## config.mk

```make
export PLATFORM = sky130hd
export DESIGN_NAME = hazard_ctrl_sb_flat
export DESIGN_NICKNAME = d
export VERILOG_FILES = /design/src/rtl/hazard_ctrl_sb_pkg.sv /design/src/rtl/hazard_ctrl_sb_if.sv /design/src/rtl/hazard_ctrl_sb_scoreboard.sv /design/src/rtl/hazard_ctrl_sb.sv /design/src/flat_wrapper.sv
export SDC_FILE = /design/constraint.sdc
export NUM_CORES = 1
export LEC_CHECK = 0
export ABC_AREA = 0
export BUFFER_PORTS_ARGS = -buffer_cell sky130_fd_sc_hd__buf_4
export CELL_PAD_IN_SITES_DETAIL_PLACEMENT = 1
export CELL_PAD_IN_SITES_GLOBAL_PLACEMENT = 1
export CORE_ASPECT_RATIO = 1.75
export CORE_MARGIN = 2
export CORE_UTILIZATION = 38
export DETAILED_ROUTE_END_ITERATION = 8
export PLACE_DENSITY = 0.89
export SLEW_MARGIN = 15
export SYNTH_ARGS = -nofsm -noshare
export SYNTH_HDL_FRONTEND = slang
export SYNTH_SLANG_ARGS = --single-unit
```

## constraint.sdc

```tcl
create_clock -name clk -period 3.9 [get_ports clk]
set_input_delay 0.39 -clock clk [delete_from_list [all_inputs] [get_ports clk]]
set_output_delay 0.39 -clock clk [all_outputs]
set_load 0.01 [all_outputs]
```

## src/rtl/hazard_ctrl_sb_pkg.sv

```systemverilog
// Shared widths, forwarding-select encoding and a forwarding helper for the
// 5-stage pipeline hazard controller.
package hazard_pkg;

  localparam int NREG     = 16;
  localparam int NSRC     = 3;
  localparam int MAX_MC   = 4;
  localparam int BR_DRAIN = 3;
  localparam int RW       = $clog2(NREG);
  localparam int OW       = $clog2(MAX_MC + 1);
  localparam int DW       = $clog2(BR_DRAIN + 1);

  typedef enum logic [1:0] {
    FWD_RF = 2'b00,
    FWD_W  = 2'b01,
    FWD_M  = 2'b10
  } fwd_sel_t;

  // The M stage holds the younger result, so it wins over W on a double match.
  function automatic fwd_sel_t fwd_pick(input logic          vld,
                                        input logic [RW-1:0] rs,
                                        input logic          wr_m,
                                        input logic [RW-1:0] rd_m,
                                        input logic          wr_w,
                                        input logic [RW-1:0] rd_w);
    fwd_sel_t sel;
    sel = FWD_RF;
    if (vld && wr_m && (rd_m == rs))      sel = FWD_M;
    else if (vld && wr_w && (rd_w == rs)) sel = FWD_W;
    return sel;
  endfunction

endpackage

```

## src/rtl/hazard_ctrl_sb_if.sv

```systemverilog
// Pipeline-to-hazard-unit bundle: per-stage register info in, stall/flush/forward
// controls out. The pipeline side is the master, the hazard controller the slave.
interface hazard_ctrl_sb_if;
  import hazard_pkg::*;

  logic [NSRC*RW-1:0] rs_d;
  logic [NSRC-1:0]    rs_vld_d;
  logic [NSRC*RW-1:0] rs_e;
  logic [NSRC-1:0]    rs_vld_e;
  logic [RW-1:0]      rd_e;
  logic [RW-1:0]      rd_m;
  logic [RW-1:0]      rd_w;
  logic               regwrite_e;
  logic               regwrite_m;
  logic               regwrite_w;
  logic               memtoreg_e;
  logic               pcwr_d;
  logic               branch_taken_e;
  logic               mc_issue;
  logic [RW-1:0]      mc_rd;
  logic               mc_done;
  logic [RW-1:0]      mc_done_rd;

  logic [NSRC*2-1:0]  fwd_sel_e;
  logic               stall_f;
  logic               stall_d;
  logic               flush_d;
  logic               flush_e;
  logic [OW-1:0]      mc_outstanding;
  logic               sb_err;

  modport master (
    output rs_d, rs_vld_d, rs_e, rs_vld_e, rd_e, rd_m, rd_w,
           regwrite_e, regwrite_m, regwrite_w, memtoreg_e, pcwr_d,
           branch_taken_e, mc_issue, mc_rd, mc_done, mc_done_rd,
    input  fwd_sel_e, stall_f, stall_d, flush_d, flush_e, mc_outstanding, sb_err
  );

  modport slave (
    input  rs_d, rs_vld_d, rs_e, rs_vld_e, rd_e, rd_m, rd_w,
           regwrite_e, regwrite_m, regwrite_w, memtoreg_e, pcwr_d,
           branch_taken_e, mc_issue, mc_rd, mc_done, mc_done_rd,
    output fwd_sel_e, stall_f, stall_d, flush_d, flush_e, mc_outstanding, sb_err
  );

endinterface

```

## src/rtl/hazard_ctrl_sb_scoreboard.sv

```systemverilog
// Per-register pending scoreboard for multi-cycle ops (div/vector): tracks which
// destinations are still in flight, how many, and flags protocol misuse stickily.
module hazard_scoreboard
  import hazard_pkg::*;
(
  input  logic               clk,
  input  logic               rst_n,
  input  logic               i_issue,
  input  logic [RW-1:0]      i_issue_rd,
  input  logic               i_done,
  input  logic [RW-1:0]      i_done_rd,
  input  logic [NSRC*RW-1:0] i_rs,
  input  logic [NSRC-1:0]    i_rs_vld,
  output logic [NSRC-1:0]    o_rs_pending,
  output logic [OW-1:0]      o_count,
  output logic               o_full,
  output logic               o_err
);

  logic [NREG-1:0] r_pending;
  logic [OW-1:0]   r_count;
  logic            r_err;

  logic            w_done_ok;
  logic            w_handoff;
  logic            w_issue_ok;
  logic            w_proto_err;
  logic [NREG-1:0] w_pending_nxt;

  // A done that retires a slot in the same cycle frees room for a new issue, and a
  // done+issue on the same register is a hand-off rather than a double booking.
  assign w_done_ok   = i_done & r_pending[i_done_rd];
  assign w_handoff   = w_done_ok & (i_done_rd == i_issue_rd);
  assign o_full      = (r_count == OW'(MAX_MC));
  assign w_issue_ok  = i_issue & (~r_pending[i_issue_rd] | w_handoff)
                               & (~o_full | w_done_ok);
  assign w_proto_err = (i_done & ~w_done_ok) | (i_issue & ~w_issue_ok);

  always_comb begin
    w_pending_nxt = r_pending;
    if (w_done_ok)  w_pending_nxt[i_done_rd]  = 1'b0;
    if (w_issue_ok) w_pending_nxt[i_issue_rd] = 1'b1;
  end

  always_ff @(posedge clk or negedge rst_n) begin
    if (!rst_n) begin
      r_pending <= '0;
      r_count   <= '0;
      r_err     <= 1'b0;
    end else begin
      r_pending <= w_pending_nxt;
      r_count   <= r_count + OW'(w_issue_ok) - OW'(w_done_ok);
      if (w_proto_err) r_err <= 1'b1;
    end
  end

  for (genvar g = 0; g < NSRC; g++) begin : g_lookup
    assign o_rs_pending[g] = i_rs_vld[g] & r_pending[i_rs[g*RW +: RW]];
  end

  assign o_count = r_count;
  assign o_err   = r_err;

endmodule

```

## src/rtl/hazard_ctrl_sb.sv

```systemverilog
// Hazard controller for the F/D/E/M/W core: operand forwarding, load-use and
// scoreboard stalls, and the PC-write drain that holds fetch until the PC settles.
module hazard_ctrl_sb
  import hazard_pkg::*;
(
  input  logic             clk,
  input  logic             rst_n,
  hazard_ctrl_sb_if.slave  hz_if
);

  logic [NSRC-1:0]   w_rs_pending;
  logic [OW-1:0]     w_count;
  logic              w_sb_full;
  logic              w_sb_err;
  logic [NSRC-1:0]   w_ld_match;
  logic              w_ld_stall;
  logic              w_sb_stall;
  logic              w_stall_d;
  logic [NSRC*2-1:0] w_fwd_sel;
  logic [DW-1:0]     r_drain;

  hazard_scoreboard u_scoreboard (
    .clk          (clk),
    .rst_n        (rst_n),
    .i_issue      (hz_if.mc_issue),
    .i_issue_rd   (hz_if.mc_rd),
    .i_done       (hz_if.mc_done),
    .i_done_rd    (hz_if.mc_done_rd),
    .i_rs         (hz_if.rs_d),
    .i_rs_vld     (hz_if.rs_vld_d),
    .o_rs_pending (w_rs_pending),
    .o_count      (w_count),
    .o_full       (w_sb_full),
    .o_err        (w_sb_err)
  );

  always_comb begin
    w_fwd_sel  = '0;
    w_ld_match = '0;
    for (int i = 0; i < NSRC; i++) begin
      w_fwd_sel[2*i +: 2] = fwd_pick(hz_if.rs_vld_e[i], hz_if.rs_e[i*RW +: RW],
                                     hz_if.regwrite_m, hz_if.rd_m,
                                     hz_if.regwrite_w, hz_if.rd_w);
      w_ld_match[i] = hz_if.rs_vld_d[i] & (hz_if.rs_d[i*RW +: RW] == hz_if.rd_e);
    end
  end

  // A taken branch redirects fetch, so it overrides every hold on F and D.
  assign w_ld_stall = hz_if.memtoreg_e & hz_if.regwrite_e & (|w_ld_match);
  assign w_sb_stall = (|w_rs_pending) | (w_sb_full & hz_if.mc_issue);
  assign w_stall_d  = (w_ld_stall | w_sb_stall) & ~hz_if.branch_taken_e;

  // Drain runs freely once armed; only a redirect or reset can cut it short.
  always_ff @(posedge clk or negedge rst_n) begin
    if (!rst_n) begin
      r_drain <= '0;
    end else if (hz_if.branch_taken_e) begin
      r_drain <= '0;
    end else if (hz_if.pcwr_d && !w_stall_d) begin
      r_drain <= DW'(BR_DRAIN);
    end else if (r_drain != '0) begin
      r_drain <= r_drain - DW'(1);
    end
  end

  assign hz_if.fwd_sel_e      = w_fwd_sel;
  assign hz_if.stall_d        = w_stall_d;
  assign hz_if.stall_f        = ~hz_if.branch_taken_e
                                & (w_stall_d | hz_if.pcwr_d | (r_drain > DW'(1)));
  assign hz_if.flush_d        = hz_if.pcwr_d | (r_drain != '0) | hz_if.branch_taken_e;
  assign hz_if.flush_e        = w_ld_stall | w_sb_stall | hz_if.branch_taken_e;
  assign hz_if.mc_outstanding = w_count;
  assign hz_if.sb_err         = w_sb_err;

endmodule

```

## src/flat_wrapper.sv

```systemverilog
// flat-port wrapper written by rule: the top's interface ports become plain ports
module hazard_ctrl_sb_flat import hazard_pkg::*;
  (clk, rst_n, hz_if_rs_d, hz_if_rs_vld_d, hz_if_rs_e, hz_if_rs_vld_e, hz_if_rd_e, hz_if_rd_m, hz_if_rd_w, hz_if_regwrite_e, hz_if_regwrite_m, hz_if_regwrite_w, hz_if_memtoreg_e, hz_if_pcwr_d, hz_if_branch_taken_e, hz_if_mc_issue, hz_if_mc_rd, hz_if_mc_done, hz_if_mc_done_rd, hz_if_fwd_sel_e, hz_if_stall_f, hz_if_stall_d, hz_if_flush_d, hz_if_flush_e, hz_if_mc_outstanding, hz_if_sb_err);
  hazard_ctrl_sb_if hz_if_i ();
  input  logic clk;
  input  logic rst_n;
  input wire logic [$bits(hz_if_i.rs_d)-1:0] hz_if_rs_d;
  input wire logic [$bits(hz_if_i.rs_vld_d)-1:0] hz_if_rs_vld_d;
  input wire logic [$bits(hz_if_i.rs_e)-1:0] hz_if_rs_e;
  input wire logic [$bits(hz_if_i.rs_vld_e)-1:0] hz_if_rs_vld_e;
  input wire logic [$bits(hz_if_i.rd_e)-1:0] hz_if_rd_e;
  input wire logic [$bits(hz_if_i.rd_m)-1:0] hz_if_rd_m;
  input wire logic [$bits(hz_if_i.rd_w)-1:0] hz_if_rd_w;
  input wire logic [$bits(hz_if_i.regwrite_e)-1:0] hz_if_regwrite_e;
  input wire logic [$bits(hz_if_i.regwrite_m)-1:0] hz_if_regwrite_m;
  input wire logic [$bits(hz_if_i.regwrite_w)-1:0] hz_if_regwrite_w;
  input wire logic [$bits(hz_if_i.memtoreg_e)-1:0] hz_if_memtoreg_e;
  input wire logic [$bits(hz_if_i.pcwr_d)-1:0] hz_if_pcwr_d;
  input wire logic [$bits(hz_if_i.branch_taken_e)-1:0] hz_if_branch_taken_e;
  input wire logic [$bits(hz_if_i.mc_issue)-1:0] hz_if_mc_issue;
  input wire logic [$bits(hz_if_i.mc_rd)-1:0] hz_if_mc_rd;
  input wire logic [$bits(hz_if_i.mc_done)-1:0] hz_if_mc_done;
  input wire logic [$bits(hz_if_i.mc_done_rd)-1:0] hz_if_mc_done_rd;
  output wire logic [$bits(hz_if_i.fwd_sel_e)-1:0] hz_if_fwd_sel_e;
  output wire logic [$bits(hz_if_i.stall_f)-1:0] hz_if_stall_f;
  output wire logic [$bits(hz_if_i.stall_d)-1:0] hz_if_stall_d;
  output wire logic [$bits(hz_if_i.flush_d)-1:0] hz_if_flush_d;
  output wire logic [$bits(hz_if_i.flush_e)-1:0] hz_if_flush_e;
  output wire logic [$bits(hz_if_i.mc_outstanding)-1:0] hz_if_mc_outstanding;
  output wire logic [$bits(hz_if_i.sb_err)-1:0] hz_if_sb_err;
  assign hz_if_i.rs_d = hz_if_rs_d;
  assign hz_if_i.rs_vld_d = hz_if_rs_vld_d;
  assign hz_if_i.rs_e = hz_if_rs_e;
  assign hz_if_i.rs_vld_e = hz_if_rs_vld_e;
  assign hz_if_i.rd_e = hz_if_rd_e;
  assign hz_if_i.rd_m = hz_if_rd_m;
  assign hz_if_i.rd_w = hz_if_rd_w;
  assign hz_if_i.regwrite_e = hz_if_regwrite_e;
  assign hz_if_i.regwrite_m = hz_if_regwrite_m;
  assign hz_if_i.regwrite_w = hz_if_regwrite_w;
  assign hz_if_i.memtoreg_e = hz_if_memtoreg_e;
  assign hz_if_i.pcwr_d = hz_if_pcwr_d;
  assign hz_if_i.branch_taken_e = hz_if_branch_taken_e;
  assign hz_if_i.mc_issue = hz_if_mc_issue;
  assign hz_if_i.mc_rd = hz_if_mc_rd;
  assign hz_if_i.mc_done = hz_if_mc_done;
  assign hz_if_i.mc_done_rd = hz_if_mc_done_rd;
  assign hz_if_fwd_sel_e = hz_if_i.fwd_sel_e;
  assign hz_if_stall_f = hz_if_i.stall_f;
  assign hz_if_stall_d = hz_if_i.stall_d;
  assign hz_if_flush_d = hz_if_i.flush_d;
  assign hz_if_flush_e = hz_if_i.flush_e;
  assign hz_if_mc_outstanding = hz_if_i.mc_outstanding;
  assign hz_if_sb_err = hz_if_i.sb_err;
  hazard_ctrl_sb u_core (.clk(clk), .rst_n(rst_n), .hz_if(hz_if_i));
endmodule
```

# --- Word level (Yosys, flattened, before mapping) ---
# Index checks and enable logic that the tools add are counted.
word_totals:
  ff_bits: 22
  in_bits: 60
  elab_cells: 106
classes:
  n_addsub: 3
  order_cmp: 8
  eq_ne: 11
  muxes: 25
  n_bitwise: 35
  reduce_logical: 20
ops:
  columns: ["operator", "count"]
  rows:
  - ["$eq A4 B4 Y1", 10]
  - ["$mux W16", 2]
  - ["$lt A4 B5 Y1 const B", 5]
  - ["$bmux W1 S4", 5]
  - ["$and A1 B1 Y1", 17]
  - ["$and A16 B16 Y16", 1]
  - ["$not A16 Y16", 1]
  - ["$or A16 B16 Y16", 1]
  - ["$logic_and A1 B1 Y1", 15]
  - ["$mux W2", 6]
  - ["$mux W1", 10]
  - ["$or A1 B1 Y1", 10]
  - ["$demux W1 S4", 2]
  - ["$ge A4 B1 Y1 const B", 2]
  - ["$reduce_or A3 Y1", 2]
  - ["$not A1 Y1", 5]
  - ["$add A3 B1 Y3", 1]
  - ["$eq A3 B3 Y1 const B", 1]
  - ["$reduce_bool A3 Y1", 1]
  - ["$sub A3 B1 Y3", 1]
  - ["$gt A2 B1 Y1 const B", 1]
  - ["$reduce_bool A2 Y1", 1]
  - ["$sub A2 B1 Y2 const B", 1]
  - ["$logic_not A1 Y1", 1]

# --- Logic depth before layout (Yosys ltp) ---
depth:
  word_depth: 11
  depth_mapped: 14
  ltp_nobuf: 12

# --- By module ---
# Synthesis repeated with hierarchy kept, for this count alone.
unflattened:
  hier_cells: 272
  area_unflattened_um2: 2651.3
modules_own_cells:
  columns: ["mod", "instances", "cells_each", "area_each_um2", "seq_area_each_um2"]
  rows:
  - ["hazard_scoreboard", 1, 178, 1965.6, 500.5]
  - ["hazard_ctrl_sb", 1, 94, 685.7, 50.0]

# --- Least setup slack after synthesis ---
# Ideal clock, no wire load.
synth_path:
  kind: "input to register"
  startpoint: "input hz_if_mc_rd[0]"
  endpoint: "register u_core.u_scoreboard.r_count[2], in the netlist u_core.u_scoreboard.o_count[2]"
  t_arrival_ps: 2797
  required_time_ps: 3772
  slack_ps: 975
  stages: 13
  cell_sequence: "buf_6 -> mux4_2 -> a22oi_2 -> nand3_1 -> a32o_1 -> nand2b_1 -> ha_1 -> inv_1 -> ha_1 -> inv_1 -> fa_1 -> xnor2_1 -> xnor2_1"
synth_between:
  elab_chain_len: 8
  word_cells_on_any_way: 10
  classes_between: "2 x add/sub; 1 x eq/ne; 2 x mux; 5 x bitwise"
synth_lines:
  columns: ["item", "line_no", "text"]
  rows:
  - ["start, declared", "flat_wrapper.sv:21", "input wire logic [$bits(hz_if_i.mc_rd)-1:0] hz_if_mc_rd;"]
  - ["$bmux W1 S4", "hazard_ctrl_sb_scoreboard.sv:35", "assign w_issue_ok = i_issue & (~r_pending[i_issue_rd] | w_handoff)"]
  - ["$mux W1 (implied by the code)", "hazard_ctrl_sb_scoreboard.sv:35", null]
  - ["$not A1 Y1", "hazard_ctrl_sb_scoreboard.sv:35", null]
  - ["$or A1 B1 Y1 (*)", "hazard_ctrl_sb_scoreboard.sv:35", null]
  - ["$and A1 B1 Y1 (*)", "hazard_ctrl_sb_scoreboard.sv:35", null]
  - ["$and A1 B1 Y1 (*)", "hazard_ctrl_sb_scoreboard.sv:36", "& (~o_full | w_done_ok);"]
  - ["$add A3 B1 Y3 (*)", "hazard_ctrl_sb_scoreboard.sv:52", "r_count <= r_count + OW'(w_issue_ok) - OW'(w_done_ok);"]
  - ["$sub A3 B1 Y3 (*)", "hazard_ctrl_sb_scoreboard.sv:52", null]
  - ["end signal, assigned", "hazard_ctrl_sb_scoreboard.sv:52", null]
  - ["end, declared", "hazard_ctrl_sb_scoreboard.sv:21", "logic [OW-1:0] r_count;"]
# Mark *: on every way between the ends. The rest lies on a longest branch, timed or not. The select of a mux whose other input is x is not followed.
# A chain may end at the register's enable or synchronous reset.

# --- Worst setup path after layout ---
layout_path:
  startpoint: "register u_core.u_scoreboard.r_pending[7]"
  endpoint: "register u_core.u_scoreboard.r_count[2], in the netlist u_core.u_scoreboard.o_count[2]"
layout_between:
  elab_chain_len: 9
  word_cells_on_any_way: 13
  classes_between: "2 x add/sub; 4 x mux; 7 x bitwise"
layout_lines:
  columns: ["item", "line_no", "text"]
  rows:
  - ["start, declared", "hazard_ctrl_sb_scoreboard.sv:20", "logic [NREG-1:0] r_pending;"]
  - ["start signal, assigned", "hazard_ctrl_sb_scoreboard.sv:51", "r_pending <= w_pending_nxt;"]
  - ["$bmux W1 S4", "hazard_ctrl_sb_scoreboard.sv:32", "assign w_done_ok = i_done & r_pending[i_done_rd];"]
  - ["$mux W1 (implied by the code)", "hazard_ctrl_sb_scoreboard.sv:32", null]
  - ["$and A1 B1 Y1", "hazard_ctrl_sb_scoreboard.sv:32", null]
  - ["$and A1 B1 Y1", "hazard_ctrl_sb_scoreboard.sv:33", "assign w_handoff = w_done_ok & (i_done_rd == i_issue_rd);"]
  - ["$or A1 B1 Y1", "hazard_ctrl_sb_scoreboard.sv:35", null]
  - ["$and A1 B1 Y1", "hazard_ctrl_sb_scoreboard.sv:35", null]
  - ["$and A1 B1 Y1", "hazard_ctrl_sb_scoreboard.sv:36", null]
  - ["$add A3 B1 Y3", "hazard_ctrl_sb_scoreboard.sv:52", null]
  - ["$sub A3 B1 Y3 (*)", "hazard_ctrl_sb_scoreboard.sv:52", null]
# Marked as above.

==> impl_summary.log <==
[metrics] largest net degree at the start of global routing: 23
[metrics] global-route wire length before repair: 13000 um
[metrics] Critical Path Slowest Stage Cell: sky130_fd_sc_hd__mux4_2
[metrics] Final Max Tran Viols: 0
[metrics] number of vias in the routed layout: 2529
[metrics] failing checks: negative hold slack
[metrics] Avg WL per Cell: 19.7 um
[metrics] initial core utilization: 39.1%
[metrics] number of max-cap violations: 0
[metrics] overall power consumption: 0.00155 W
[metrics] net count of the finished layout: 416
[metrics] count of input and output buffers: 73
[metrics] Global Route Usage Sum: 24.3%
[metrics] H-tree depth: 1
[metrics] Floorplan Core Area: 6180 um2
[metrics] number of nets in the synthesized netlist: 349
[metrics] CTS root buf: sky130_fd_sc_hd__clkbuf_8
[metrics] data required time at the worst endpoint: 4100 ps
[metrics] highest achievable clock rate: 0.302 GHz
[metrics] Die ar.: 7050 um2
[metrics] Synth Cell Area: 2420 um2
[metrics] critical-path maximum fanout: 18
[metrics] number of iterations in the first detailed-routing pass: 4
[metrics] number of endpoints with negative hold slack in the final report: 5
[metrics] Vias/cell: 5.88
[metrics] register area share after synthesis: 22.8%
[metrics] smallest hold slack: -5.07 ps
[metrics] post-synth top area share: 22.8%
[metrics] initial antenna violation count: 0
[metrics] number of buffers created by CTS: 3
[metrics] number of design-rule violations left by the first detailed-router iteration: 117
[metrics] startpoint type of the worst setup path: flop
[metrics] post-synthesis area per instance: 8.52 um2
[metrics] share of cells above drive strength 1: 25.7%
[metrics] Critical Path, Cell by Cell: mux4_2 -> a22oi_2 -> nand3_1 -> a32o_1 -> nand2b_1 -> ha_1 -> inv_1 -> ha_1 -> inv_1 -> fa_1 -> xnor2_1 -> xnor2_1
[metrics] Placer Congestion: 0.919
[metrics] Post-Syn Instances: 284
[metrics] die height: 110 um
[metrics] Total Routed Length: 8490 um
[metrics] P_leak: 1.31 nW
[metrics] Boundary Pins: 74
[metrics] power density over the cells: 503 nW/um2
[metrics] cell types with the largest area share after synthesis: sky130_fd_sc_hd__dfrtp_1 (23%), sky130_fd_sc_hd__xnor2_1 (10%), sky130_fd_sc_hd__mux2i_1 (9.9%), sky130_fd_sc_hd__mux4_2 (6.5%), sky130_fd_sc_hd__nand3_1 (4.6%)
[metrics] DR DRC count: 0
[metrics] number of clock sinks seen by CTS: 22
[metrics] chip width: 64.3 um
[metrics] number of warning messages in the yosys log: 0
[metrics] worst slew slack as a fraction of its limit: 51.7%
[metrics] category of the most critical setup path: reg -> reg
[metrics] worst clock skew: 2.03 ps
[metrics] global-route congestion overflow total: 0
[metrics] Clk Latency, worst-skew pair: 270 ps
[metrics] library cell occupying the most area in the post-synthesis netlist: sky130_fd_sc_hd__dfrtp_1
[metrics] critical path capture point type: flop
[metrics] Setup-failing EPs final: 0
[metrics] Yosys cell types: 44
[metrics] via count of the first global-routing pass: 2712
[metrics] signal arrival time at the worst endpoint: 3520 ps
[metrics] CTS tree: done
[metrics] count of antenna diodes in the layout: 0
[metrics] buffer count from post-CTS setup fixing: 0
[metrics] RSZ-0062 raised after global routing: false
[metrics] antenna violation net count after detailed routing: 0
[metrics] number of rows in the core area: 38
[metrics] buffer depth of the longest clock path: 2
[metrics] class of the most critical hold timing path: in -> async
[metrics] sum of net half-perimeters after detailed placement: 6760 um
[metrics] run status: complete, but fails checks
[metrics] count of cells resized by post-cts repair: 0
[metrics] synth-to-layout area growth: 27.1%
[metrics] Post-synth EDFFs: 0
[metrics] count of hold-fix buffers inserted at cts: 0
[metrics] Worst-Margin Slew: 722 ps
[metrics] worst ir drop on vdd: 0.158 mV
[metrics] Synth async-reset ratio: 100%
[metrics] #FFs+latches synth: 22
[metrics] part of the cycle the worst path needs: 85.0%
[metrics] clock input transition at the sequential cells of the worst setup and hold paths: 80 ps
[metrics] most frequently used flop master after synthesis: sky130_fd_sc_hd__dfrtp_1
[metrics] setup TNS after final layout: 0 ps
[metrics] worst stage delay on the critical path: 530 ps
[metrics] post-route minimum period: 3320 ps
## final timing paths
kind	startpoint	slack, ps	end	cells after the start
worst max-delay path	u_core.u_scoreboard.r_pending[7]	580	u_core.u_scoreboard.o_count[2]	12
worst min-delay path	rst_n	-5	u_core.u_scoreboard.o_count[0]	1
worst max register to register	u_core.u_scoreboard.r_pending[7]	580	u_core.u_scoreboard.o_count[2]	12
worst min register to register	u_core.u_scoreboard.o_err	500	u_core.u_scoreboard.o_err	1
max in group asynchronous	rst_n	3660	u_core.u_scoreboard.r_pending[7]	1
min in group clk	hz_if_mc_done	360	u_core.u_scoreboard.o_err	2
## flip-flops by register name (all words and copies together), names as in the netlist
register / flops
u_core.u_scoreboard.r_pending: 16
u_core.u_scoreboard.o_count: 3
u_core.r_drain: 2
u_core.u_scoreboard.o_err: 1
## area by class of cell
type / count / area (um2)
Fill cell: 780 / 3110
Multi-Input combinational cell: 241 / 1770
Sequential cell: 22 / 551
Timing Repair Buffer: 73 / 548
Tap cell: 80 / 100
Clock buffer: 3 / 41.3
Inverter: 10 / 37.5
Clock inverter: 1 / 30.0
## through the flow
stage	util, %	cells	worst slack [ps]	hold WS [ps]	instance area (um2)
after floorplan	-	284	975	94.4	2420
after global placement	48.6	426	664	293	3000
after detailed placement	48.6	426	523	298	3000
after CTS	49.8	430	579	3.45	3080
after global routing	49.8	430	492	18.7	3080
final	49.8	430	585	-5.07	3080
## cell families after synthesis
| kind of cell | after synthesis | synth area share (%) |
|---|---|---|
| AOI/OAI and AO/OA | 63 | 16.4 |
| xor gates and xnor gates | 40 | 14.5 |
| DFF | 22 | 22.8 |
| adders and majority gates | 5 | 2.90 |
| buffers and inverters | 21 | 4.19 |
| and+or+nand+nor | 100 | 21.9 |
| muxes | 33 | 17.4 |
## routing by layer
| layer | up-vias | GRT usage (%) | share of wire, % | wire, um |
|---|---|---|---|---|
| met2 | 116 | 47.8 | 55 | 4670 |
| li1 | 1175 | - | - | - |
| met1 | 1206 | 23.1 | 35 | 2980 |
| met3 | 32 | 2.66 | 4.4 | 375 |
| met4 | 0 | 16.3 | 5.5 | 463 |
| met5 | - | 0 | 0 | 0 |
## cell usage in the layout (no fill, tap or decap), types with 7 or more instances in the layout
cell and instances:
sky130_fd_sc_hd__o21ai_1 10, sky130_fd_sc_hd__dfrtp_1 22, sky130_fd_sc_hd__a22oi_1 8, sky130_fd_sc_hd__inv_1 10, sky130_fd_sc_hd__nor2b_1 10, sky130_fd_sc_hd__mux4_2 7
sky130_fd_sc_hd__nand3_1 22, sky130_fd_sc_hd__o21ai_0 22, sky130_fd_sc_hd__mux2i_1 24, sky130_fd_sc_hd__nor2_1 9, sky130_fd_sc_hd__xnor2_1 29, sky130_fd_sc_hd__buf_4 73
sky130_fd_sc_hd__nand2_1 26, sky130_fd_sc_hd__xor2_1 11
## synth_stat cells (2+ instances only)
cell / instances
sky130_fd_sc_hd__xnor2_1: 29
sky130_fd_sc_hd__nand2_1: 26
sky130_fd_sc_hd__mux2i_1: 24
sky130_fd_sc_hd__dfrtp_1: 22
sky130_fd_sc_hd__nand3_1: 22
sky130_fd_sc_hd__o21ai_0: 22
sky130_fd_sc_hd__xor2_1: 11
sky130_fd_sc_hd__inv_1: 10
sky130_fd_sc_hd__nor2b_1: 10
sky130_fd_sc_hd__o21ai_1: 10
sky130_fd_sc_hd__nor2_1: 9
sky130_fd_sc_hd__a22oi_1: 8
sky130_fd_sc_hd__mux4_2: 7
sky130_fd_sc_hd__a21oi_1: 6
sky130_fd_sc_hd__buf_2: 6
sky130_fd_sc_hd__nand2b_1: 6
sky130_fd_sc_hd__nand4_1: 6
sky130_fd_sc_hd__and2_1: 4
sky130_fd_sc_hd__ha_1: 4
sky130_fd_sc_hd__nor3_1: 4
sky130_fd_sc_hd__clkbuf_1: 3
sky130_fd_sc_hd__nand4b_1: 3
sky130_fd_sc_hd__o22ai_1: 3
sky130_fd_sc_hd__a22oi_2: 2
sky130_fd_sc_hd__a31oi_1: 2
sky130_fd_sc_hd__a32o_1: 2
sky130_fd_sc_hd__a41o_1: 2
sky130_fd_sc_hd__and3_1: 2
sky130_fd_sc_hd__buf_6: 2
sky130_fd_sc_hd__mux2_2: 2
sky130_fd_sc_hd__nor4_1: 2
## report_power, final
| part | internal, W | switching [W] | total, W |
|---|---|---|---|
| Combinational | 0.000380 | 0.000389 | 0.000769 |
| Sequential | 0.000340 | 0.000217 | 0.000557 |
| Clock | 0.000137 | 0.0000816 | 0.000219 |
## worst max-delay path: cells and delay by family, from the launching register on
| family | cells | cell delay [ps] |
|---|---|---|
| XOR/XNOR | 2 | 320 |
| AND/OR/NAND/NOR | 2 | 370 |
| buffers and inverters | 2 | 110 |
| AO/OA/AOI/OAI | 2 | 640 |
| adder cells (fa/ha/maj) | 3 | 790 |
| flip-flops | 1 | 490 |
| multiplexers | 1 | 530 |
(Power assumes the default switching activity.)
